==> config.mk <==
export PLATFORM = sky130hd
export DESIGN_NAME = card_pair_judge
export DESIGN_NICKNAME = d
export VERILOG_FILES = /design/src/rtl/mg_pkg.sv /design/src/rtl/hide_timer.sv /design/src/rtl/card_pair_judge.sv
export SDC_FILE = /design/constraint.sdc
export NUM_CORES = 1
export LEC_CHECK = 0
export CAP_MARGIN = 20
export CORE_UTILIZATION = 49
export DETAILED_ROUTE_END_ITERATION = 6
export PLACE_DENSITY = 0.79
export SETUP_SLACK_MARGIN = 0.1
export SYNTH_ARGS = -nofsm -noshare
export SYNTH_HDL_FRONTEND = slang
export SYNTH_SLANG_ARGS = --single-unit
==> constraint.sdc <==
create_clock -name clk -period 2.6 [get_ports clk]
set_clock_uncertainty 0.15 [all_clocks]
set_input_delay 0.26 -clock clk [delete_from_list [all_inputs] [get_ports clk]]
set_output_delay 0.26 -clock clk [all_outputs]
set_load 0.03 [all_outputs]
==> src/rtl/mg_pkg.sv <==
// Shared memory-game definitions: regfile entry layout, card states and the pair-judge FSM encoding.
package mg_pkg;

    localparam int COLOR_W     = 12;
    localparam int CARD_ADDR_W = 4;
    localparam int ENTRY_W     = COLOR_W + 2;

    localparam logic [1:0] CARD_FACE_DOWN = 2'b00;
    localparam logic [1:0] CARD_MATCHED   = 2'b10;
    localparam logic [1:0] CARD_FACE_UP   = 2'b11;

    typedef enum logic [3:0] {
        S_IDLE        = 4'd0,
        S_RD_A        = 4'd1,
        S_WAIT_SECOND = 4'd2,
        S_RD_B        = 4'd3,
        S_CMP         = 4'd4,
        S_WR_MATCH_A  = 4'd5,
        S_WR_MATCH_B  = 4'd6,
        S_HIDE_WAIT   = 4'd7,
        S_WR_HIDE_A   = 4'd8,
        S_WR_HIDE_B   = 4'd9
    } judge_state_e;

endpackage

==> src/rtl/hide_timer.sv <==
// Load/count-down timer that keeps a mismatched pair visible; expired is high while the count is zero.
module hide_timer #(
    parameter int DELAY = 65_000_000
) (
    input  logic clk,
    input  logic rst,
    input  logic clr,
    input  logic load,
    input  logic en,
    output logic expired
);

    localparam int TW = (DELAY > 1) ? $clog2(DELAY) : 1;

    logic [TW-1:0] count_q, count_d;

    always_comb begin
        count_d = count_q;
        if (clr) begin
            count_d = '0;
        end else if (load) begin
            count_d = TW'(DELAY - 1);
        end else if (en && (count_q != '0)) begin
            count_d = count_q - TW'(1);
        end
    end

    always_ff @(posedge clk or negedge rst) begin
        if (!rst) begin
            count_q <= '0;
        end else begin
            count_q <= count_d;
        end
    end

    assign expired = (count_q == '0);

endmodule

==> src/rtl/card_pair_judge.sv <==
// Pairs two clicked cards and writes MATCHED, or FACE_DOWN after a visible delay, back to the regfile.
// Defining PAIR_JUDGE_MOVE_CNT_EN adds a saturating move_cnt output counting comparisons.
module card_pair_judge
    import mg_pkg::*;
#(
    parameter int NUM_CARDS  = 16,
    parameter int HIDE_DELAY = 65_000_000
) (
    input  logic                   clk,
    input  logic                   rst,
    input  logic                   new_game,
    input  logic                   card_pressed,
    input  logic [CARD_ADDR_W-1:0] card_address,
    output logic [CARD_ADDR_W-1:0] rd_address,
    input  logic [ENTRY_W-1:0]     rd_data,
    output logic                   wr_valid,
    input  logic                   wr_ready,
    output logic [CARD_ADDR_W-1:0] wr_address,
    output logic [ENTRY_W-1:0]     wr_data,
    output logic                   busy,
    output logic                   pair_matched,
    output logic                   game_over,
    output judge_state_e           state_dbg
`ifdef PAIR_JUDGE_MOVE_CNT_EN
    ,
    output logic [9:0]             move_cnt
`endif
);

    localparam int PAIRS = NUM_CARDS / 2;
    localparam int CW    = $clog2(PAIRS + 1);

    judge_state_e           state_q, state_d;
    logic [CARD_ADDR_W-1:0] addr_a_q, addr_a_d, addr_b_q, addr_b_d;
    logic [COLOR_W-1:0]     color_a_q, color_a_d, color_b_q, color_b_d;
    logic [CW-1:0]          pair_cnt_q, pair_cnt_d;
    logic                   game_over_q, game_over_d;
    logic                   pair_matched_q, pair_matched_d;
    logic                   timer_load, timer_en, timer_expired;
    logic                   unused_rd_state;

    assign unused_rd_state = ^rd_data[1:0];

    hide_timer #(.DELAY(HIDE_DELAY)) u_hide_timer (
        .clk     (clk),
        .rst     (rst),
        .clr     (new_game),
        .load    (timer_load),
        .en      (timer_en),
        .expired (timer_expired)
    );

    // Write port: wr_valid/wr_address/wr_data are held stable until the cycle wr_ready is high;
    // a write completes on the clock edge where wr_valid && wr_ready, and the FSM advances then.
    always_comb begin
        state_d        = state_q;
        addr_a_d       = addr_a_q;
        addr_b_d       = addr_b_q;
        color_a_d      = color_a_q;
        color_b_d      = color_b_q;
        pair_cnt_d     = pair_cnt_q;
        game_over_d    = game_over_q;
        pair_matched_d = 1'b0;
        timer_load     = 1'b0;
        timer_en       = 1'b0;
        rd_address     = '0;
        wr_valid       = 1'b0;
        wr_address     = '0;
        wr_data        = '0;

        unique case (state_q)
            S_IDLE: begin
                if (card_pressed && !game_over_q) begin
                    addr_a_d   = card_address;
                    rd_address = card_address;
                    state_d    = S_RD_A;
                end
            end
            S_RD_A: begin
                color_a_d = rd_data[ENTRY_W-1:2];
                state_d   = S_WAIT_SECOND;
            end
            S_WAIT_SECOND: begin
                if (card_pressed && (card_address != addr_a_q)) begin
                    addr_b_d   = card_address;
                    rd_address = card_address;
                    state_d    = S_RD_B;
                end
            end
            S_RD_B: begin
                color_b_d = rd_data[ENTRY_W-1:2];
                state_d   = S_CMP;
            end
            S_CMP: begin
                if (color_a_q == color_b_q) begin
                    state_d = S_WR_MATCH_A;
                end else begin
                    timer_load = 1'b1;
                    state_d    = S_HIDE_WAIT;
                end
            end
            S_HIDE_WAIT: begin
                timer_en = 1'b1;
                if (timer_expired) state_d = S_WR_HIDE_A;
            end
            S_WR_MATCH_A, S_WR_HIDE_A: begin
                wr_valid   = 1'b1;
                wr_address = addr_a_q;
                wr_data    = {color_a_q, (state_q == S_WR_MATCH_A) ? CARD_MATCHED : CARD_FACE_DOWN};
                if (wr_ready) state_d = (state_q == S_WR_MATCH_A) ? S_WR_MATCH_B : S_WR_HIDE_B;
            end
            S_WR_MATCH_B, S_WR_HIDE_B: begin
                wr_valid   = 1'b1;
                wr_address = addr_b_q;
                wr_data    = {color_b_q, (state_q == S_WR_MATCH_B) ? CARD_MATCHED : CARD_FACE_DOWN};
                if (wr_ready) begin
                    state_d = S_IDLE;
                    if (state_q == S_WR_MATCH_B) begin
                        pair_matched_d = 1'b1;
                        if (pair_cnt_q < CW'(PAIRS)) pair_cnt_d = pair_cnt_q + CW'(1);
                        if (pair_cnt_d == CW'(PAIRS)) game_over_d = 1'b1;
                    end
                end
            end
            default: state_d = S_IDLE;
        endcase

        // A new game overrides anything decoded above, including a half-finished write.
        if (new_game) begin
            state_d        = S_IDLE;
            addr_a_d       = addr_a_q;
            pair_cnt_d     = '0;
            game_over_d    = 1'b0;
            pair_matched_d = 1'b0;
            rd_address     = '0;
        end
    end

    always_ff @(posedge clk or negedge rst) begin
        if (!rst) begin
            state_q        <= S_IDLE;
            addr_a_q       <= '0;
            addr_b_q       <= '0;
            color_a_q      <= '0;
            color_b_q      <= '0;
            pair_cnt_q     <= '0;
            game_over_q    <= 1'b0;
            pair_matched_q <= 1'b0;
        end else begin
            state_q        <= state_d;
            addr_a_q       <= addr_a_d;
            addr_b_q       <= addr_b_d;
            color_a_q      <= color_a_d;
            color_b_q      <= color_b_d;
            pair_cnt_q     <= pair_cnt_d;
            game_over_q    <= game_over_d;
            pair_matched_q <= pair_matched_d;
        end
    end

    assign busy         = (state_q != S_IDLE) && (state_q != S_WAIT_SECOND);
    assign pair_matched = pair_matched_q;
    assign game_over    = game_over_q;
    assign state_dbg    = state_q;

`ifdef PAIR_JUDGE_MOVE_CNT_EN
    logic [9:0] move_cnt_q, move_cnt_d;

    always_comb begin
        move_cnt_d = move_cnt_q;
        if (new_game) begin
            move_cnt_d = '0;
        end else if ((state_q == S_CMP) && (move_cnt_q != 10'h3FF)) begin
            move_cnt_d = move_cnt_q + 10'd1;
        end
    end

    always_ff @(posedge clk or negedge rst) begin
        if (!rst) begin
            move_cnt_q <= '0;
        end else begin
            move_cnt_q <= move_cnt_d;
        end
    end

    assign move_cnt = move_cnt_q;
`endif

endmodule
==> reports/metrics.cfg, run 1 <==
[worst_setup_path]
worstSetupPathType=flop to flop
required_ns=2.65
reg2reg_slack_ns=0.12
path_max_fanout=4
end_kind=flop
cp_data_arrival_time_ns=2.53
startpoint_type=flop
cpMostUsedCell=or4_4
critPathBufInv=1
crit_chain=or4_4, or4_4, o2111ai_4, buf_4, xor2_1, a21oi_1
r2r-start=u_hide_timer.count_q[15]
crit_family=simple AND/OR/NAND/NOR gates
reg2reg_to=u_hide_timer.count_q[19]
ff2ff_path_depth=6
slowest_delay_ns=0.56
slowest_stage=or4_4

[global_routing]
grt_max_degree=69
grt_pass1_vias=3172
grt_use_total=0.248
grt_pass1_wl_um=14900
antenna_found_initial=0
grt_overflow=0

[finish]
drive_gt1_frac=0.343
post-route-util=0.669
nNetsFinal=454
area_growth_pct=30.9
n_fill_cell=569
fin_area_um2=4880
antennaDiodeCount=0

[timing]
slew_viol_final=0
setup_viol=0
timing.hold.ws_ns=0.142
rsz0062_at_grt=yes
setup_tns_ns=0
period_share=0.954
maxSlewHeadroom=0.546
worstMarginPinSlew_ns=0.677
fmax_mhz=403
min_period_ns=2.48
hold_viol=0
setup_ws_ns=0.120

[min_path]
hold-path-endpoint=addr_a_q[2]
hp-class=input pin to flop
min_path_cells=2
holdCritStartpoint=card_address[2]

[synthesis]
yosysMostFrequentCell=dfrtp_1
yosysWarningCount=0
async_flop_share=1.00
yosys_most_used_dff=dfrtp_1
synth_area_um2=3730
synth_edf_count=0
synth_common_cells=68 x dfrtp_1, 32 x mux2_2, 29 x xor2_1, 21 x nor2_1
synth_cell_types=53
syn_nets=374
netlist_instances=349
seq_area_frac_synth=0.457
synth_top_area_frac=0.457
syn_area_per_cell_um2=10.7
ys_seq_elements=68
yosysTopAreaCell=dfrtp_1
synthTopCellsByArea=dfrtp_1 46%, mux2_2 9.7%, xor2_1 6.8%

[clock_tree]
clock_latency_ns=0.35
clk_path_buf_depth=2
cts_tree=done
clock-sinks=68
cts_buffers=9
cts_max_level=3
clockRootBuffer=clkbuf_8
cts.clk_slew.worst_paths_ns=0.08

[detailed_routing]
ant_nets=0
met3_length_um=403
wl_per_cell_um=17.0
drt_iter0_drc=159
met1Wirelength_um=3940
drcViolationCount=0
top_layer=met4
drt-pass1-iter-count=4
routed_via_density=5.87
num_vias=3131
routed_wl_um=9040
wl_met2_um=4510

[place]
place_area_um2=4460
dpl_worst_slack_ns=-0.0330
portBuffers=49
place_hpwl_um=5650
place_congestion=0.817

[floorplanning]
fp.dieW_um=89.2
initial_utilization=0.511
core_area_um2=7290
pin_count=53
die_area_um2=7960
fp.dieH_um=89.2
std_cell_rows=31

[flow_run]
cap_violations=0

[power_and_ir_drop]
sw_frac_of_total=0.397
seqPwrFrac=0.343
intPower_mw=3.05
clock_power_share=0.179
ir_worst_vdd_mv=0.603
p_per_area_nw_per_um2=1040
switchingPower_mw=2.01
p_leak_nw=2.14
pwr-share-comb=0.478

[run_status]
outcome=complete, no violations

-- final cells by class --
class / count / area, µm² / area share
clock inverters: 6 / 72.6 / 0.0149
repair buffers: 90 / 795 / 0.163
inverters: 4 / 15.0 / 0.00308
multi-input cells: 256 / 2040 / 0.418
flip-flops and latches: 68 / 1710 / 0.350
clock buffers: 10 / 128 / 0.0262
well taps: 99 / 124 / 0.0254
-- worst max-delay path by stage --
stage          depth (start not counted)  slack, ns                     start                  endpoint
4_1_cts                                6       0.10  u_hide_timer.count_q[15]              state_dbg[0]
3_5_place_dp                           6      -0.03  u_hide_timer.count_q[21]  u_hide_timer.count_q[10]
2_1_floorplan                          7       0.07  u_hide_timer.count_q[14]              state_dbg[0]
5_1_grt                                6       0.05               addr_a_q[2]             rd_address[0]
3_3_place_gp                           6       0.03  u_hide_timer.count_q[21]  u_hide_timer.count_q[19]
6_report                               6       0.12  u_hide_timer.count_q[15]  u_hide_timer.count_q[19]
-- through the flow --
stage / power, mW / instances
final: 5.06 / 533
after global routing: 5.35 / 533
after CTS: 4.87 / 526
after detailed placement: 3.76 / 507
after global placement: 3.68 / 507
after floorplan: 3.10 / 349
-- layer usage --
layer | GRT usage | up-vias
met2 | 0.418 | 85
met4 | 0.0952 | 0
li1 | - | 1468
met1 | 0.313 | 1561
met5 | 0 | -
met3 | 0.0536 | 17
-- sequential cells by signal, indices dropped and copies added, names as in the netlist --
| register | flops |
|---|---|
| game_over | 1 |
| addr_b_q | 4 |
| pair_matched | 1 |
| addr_a_q | 4 |
| pair_cnt_q | 4 |
| color_b_q | 12 |
| state_dbg | 4 |
| color_a_q | 12 |
| u_hide_timer.count_q | 26 |
-- layout by cell type (no fill, tap or decap), types with 3 or more instances in the layout --
cell             instances
nand4_1                  3
or3_1                    9
o2111ai_1                3
or4_4                    6
o21ai_0                 10
buf_12                   3
nor2_1                  21
o211ai_1                 5
nand2b_1                 7
a21oi_1                  9
and2_1                   5
xor2_1                  28
dfrtp_2                  4
nor3_1                  13
or2_2                    4
clkdlybuf4s50_1         25
nor4_1                   5
nor2b_1                  3
a22o_2                  10
nand3_1                  5
inv_1                    4
clkbuf_8                 9
or4_1                    4
buf_4                   55
a22o_1                   6
xnor2_1                  3
dfrtp_1                 64
nand2_1                  8
o31ai_1                  5
mux2_2                  32
a211oi_1                 4
a31oi_1                 12
-- logic make-up (layout without fill, tap and decap cells) --
family	Yosys count	after routing	share of synthesized area
simple gates	107	107	0.167
compound gates	78	78	0.154
flops	68	68	0.457
mux	35	35	0.106
xor+xnor	32	32	0.0752
buf+inv	25	110	0.0309
fa+ha+maj	3	3	0.00940
other cells	1	1	0.00101
-- what timing repair did --
| action | 4_1_cts | 5_1_grt |
|---|---|---|
| hold buffers | 1 | 0 |
| resized for setup | 15 | 12 |
| setup buffers | 2 | 7 |
| cloned | 0 | 0 |
| setup endpoints to repair | 25 | 43 |
| pin swaps | 4 | 10 |
| endpoints found under the hold margin | 68 | 0 |
-- power by group through the flow --
stage | Clock, mW | Sequential (mW) | Combinational (mW)
6_report | 0.906 | 1.73 | 2.42
2_1_floorplan | 0 | 1.68 | 1.42
5_1_grt | 0.967 | 1.79 | 2.59
4_1_cts | 0.913 | 1.72 | 2.24
3_3_place_gp | 0 | 1.70 | 1.98
3_5_place_dp | 0 | 1.73 | 2.02
(Power assumes the default switching activity.)
==> inputs of run 2 (changes only) <==
--- a/config.mk
+++ b/config.mk
@@ -6,6 +6,7 @@
 export NUM_CORES = 1
 export LEC_CHECK = 0
 export CAP_MARGIN = 20
+export CORE_MARGIN = 2
 export CORE_UTILIZATION = 49
 export DETAILED_ROUTE_END_ITERATION = 6
 export PLACE_DENSITY = 0.79
==> reports/metrics.cfg, run 2 (synthesized netlist as in run 1, its figures left out) <==
[clock_tree]
clock_latency_ns=0.35  ; about the same
clock-sinks=68  ; unchanged
clk_path_buf_depth=2  ; unchanged
clockRootBuffer=clkbuf_8
cts.clk_slew.worst_paths_ns=0.08  ; about the same
cts_tree=done
cts_buffers=9  ; unchanged
cts_max_level=3  ; unchanged

[worst_setup_path]
startpoint_type=flop
cp_data_arrival_time_ns=2.51  ; -0.02 ns
ff2ff_path_depth=6  ; unchanged
reg2reg_slack_ns=0.12  ; about the same
reg2reg_to=u_hide_timer.count_q[2]
required_ns=2.63  ; -0.02 ns
end_kind=flop
path_max_fanout=7  ; +3
r2r-start=u_hide_timer.count_q[15]
worstSetupPathType=flop to flop
startpoint=u_hide_timer.count_q[15]

[global_routing]
grt_use_total=0.219  ; -0.0285
grt_overflow=0  ; unchanged
antenna_found_initial=0  ; unchanged
grt_pass1_wl_um=14700  ; -1.8%
grt_max_degree=32  ; -54%
grt_pass1_vias=3078  ; -3.0%

[place]
portBuffers=49  ; unchanged
place_area_um2=4450  ; -0.17%
placed_cells=506  ; -0.20%
place_hpwl_um=5830  ; +3.1%
place_congestion=0.839  ; +2.8%

[floorplanning]
pin_count=53  ; unchanged
core_area_um2=7290  ; unchanged
die_area_um2=8320  ; +4.5%
initial_utilization=0.511  ; unchanged
fp.dieW_um=91.2  ; +2.2%
fp.dieH_um=91.2  ; +2.2%
std_cell_rows=31  ; unchanged

[finish]
top_register=u_hide_timer.count_q
layout_commonest_cell=dfrtp_1
fin_area_um2=4840  ; -0.69%
nNetsFinal=448  ; -1.3%
area_growth_pct=30.0
final_cells=527  ; -1.1%
drive_gt1_frac=0.343  ; about the same
n_fill_cell=562  ; -1.2%
layout_common_cells=64 x dfrtp_1, 47 x buf_4, 32 x mux2_2, 29 x xor2_1, 26 x clkdlybuf4s50_1
antennaDiodeCount=0  ; unchanged
largestRegisters=u_hide_timer.count_q: 26 flops, color_a_q: 12 flops, color_b_q: 12 flops
largest_reg_flops=26  ; unchanged

[power_and_ir_drop]
ir_worst_vdd_mv=0.788  ; +31%
p_per_area_nw_per_um2=1010  ; -2.5%
p_leak_nw=2.09  ; -2.1%

[run_status]
outcome=complete, no violations

[min_path]
hp-class=input pin to flop
hold-path-endpoint=addr_b_q[1]
min_path_cells=2  ; unchanged
holdCritStartpoint=card_address[1]

[detailed_routing]
num_vias=3057  ; -2.4%
wl_per_cell_um=16.8  ; -0.99%
drt-pass1-iter-count=4  ; unchanged
drt_iter0_drc=182  ; +14%
drcViolationCount=0  ; unchanged
routed_wl_um=8850  ; -2.1%
ant_nets=0  ; unchanged
routed_via_density=5.80  ; -1.3%

[timing]
setup_viol=0  ; unchanged
maxSlewHeadroom=0.562  ; +0.0164
min_period_ns=2.48  ; +0.000144 ns
period_share=0.954  ; about the same
fmax_mhz=403  ; about the same
rsz0062_at_grt=yes
slew_viol_final=0  ; unchanged
hold_viol=0  ; unchanged
worstMarginPinSlew_ns=0.653  ; -0.0244 ns

[flow_run]
cap_violations=0  ; unchanged

## run 2: cell count changes in the layout (fill, tap and decap cells not counted), sizes merged
| cell | previous run | this run |
|---|---|---|
| buf | 61 | 55 |
| clkbuf | 10 | 9 |
| clkdlybuf4s50 | 25 | 26 |
| clkinv | 2 | 3 |
| clkinvlp | 1 | 0 |
| dlymetal6s2s | 2 | 1 |
| inv | 6 | 7 |
## run 2: critical path, stage by stage, from the launching register on
cell      delay [ns]
dfrtp_1         0.40
or4_4           0.55
or4_4           0.59
buf_6           0.17
o211ai_4        0.23
buf_4           0.15
a31oi_1         0.08
## run 2: area by class of cell
class | count | area, µm² | share of cell area
clock inverter | 7 | 82.6 | 0.0170
tap | 99 | 124 | 0.0256
multi-input combinational | 256 | 2050 | 0.423
sequential | 68 | 1710 | 0.352
clock buffer | 9 | 124 | 0.0256
timing repair buffer | 84 | 746 | 0.154
inverter | 4 | 15.0 | 0.00310
## run 2: repair_timing
item / in CTS / in global routing
setup endpoints to repair: 27 / 39
hold endpoints to repair: 22 / 0
hold buffers: 1 / 0
setup buffers: 0 / 4
gates resized for setup: 9 / 24
pin swaps: 4 / 14
## run 2: through the flow
stage	hold WS, ns	setup WS [ns]	util	setup TNS, ns	power, mW
final	0.126	0.120	0.664	0	4.90
after global routing	0.148	0.0635	0.664	0	5.20
after CTS	0.294	0.0989	0.646	0	4.78
after detailed placement	0.133	-0.0473	0.611	-0.0915	3.73
after global placement	0.123	0.0340	0.611	0	3.66
after floorplan	-0.186	0.0729	-	0	3.10
## run 2: worst max-delay path by stage
stage	end	slack, ns	cells after the start
6_report	u_hide_timer.count_q[2]	0.12	6
5_1_grt	u_hide_timer.count_q[3]	0.06	6
4_1_cts	u_hide_timer.count_q[8]	0.1	6
3_5_place_dp	u_hide_timer.count_q[8]	-0.05	6
3_3_place_gp	u_hide_timer.count_q[8]	0.03	6
2_1_floorplan	state_dbg[0]	0.07	7
## run 2: layer usage
layer  vias up  global-route usage  wire length [µm]
met5         -                   0                 0
met1      1498               0.263              3720
li1       1462                   -                 -
met3         9              0.0680               451
met2        88               0.378              4570
met4         0              0.0657               114
## run 2: report_power, final
| part | switching (mW) | total [mW] | internal [mW] |
|---|---|---|---|
| Clock | 0.453 | 0.911 | 0.458 |
| Combinational | 1.16 | 2.27 | 1.11 |
| Sequential | 0.326 | 1.72 | 1.39 |
| Total | 1.94 | 4.90 | 2.96 |
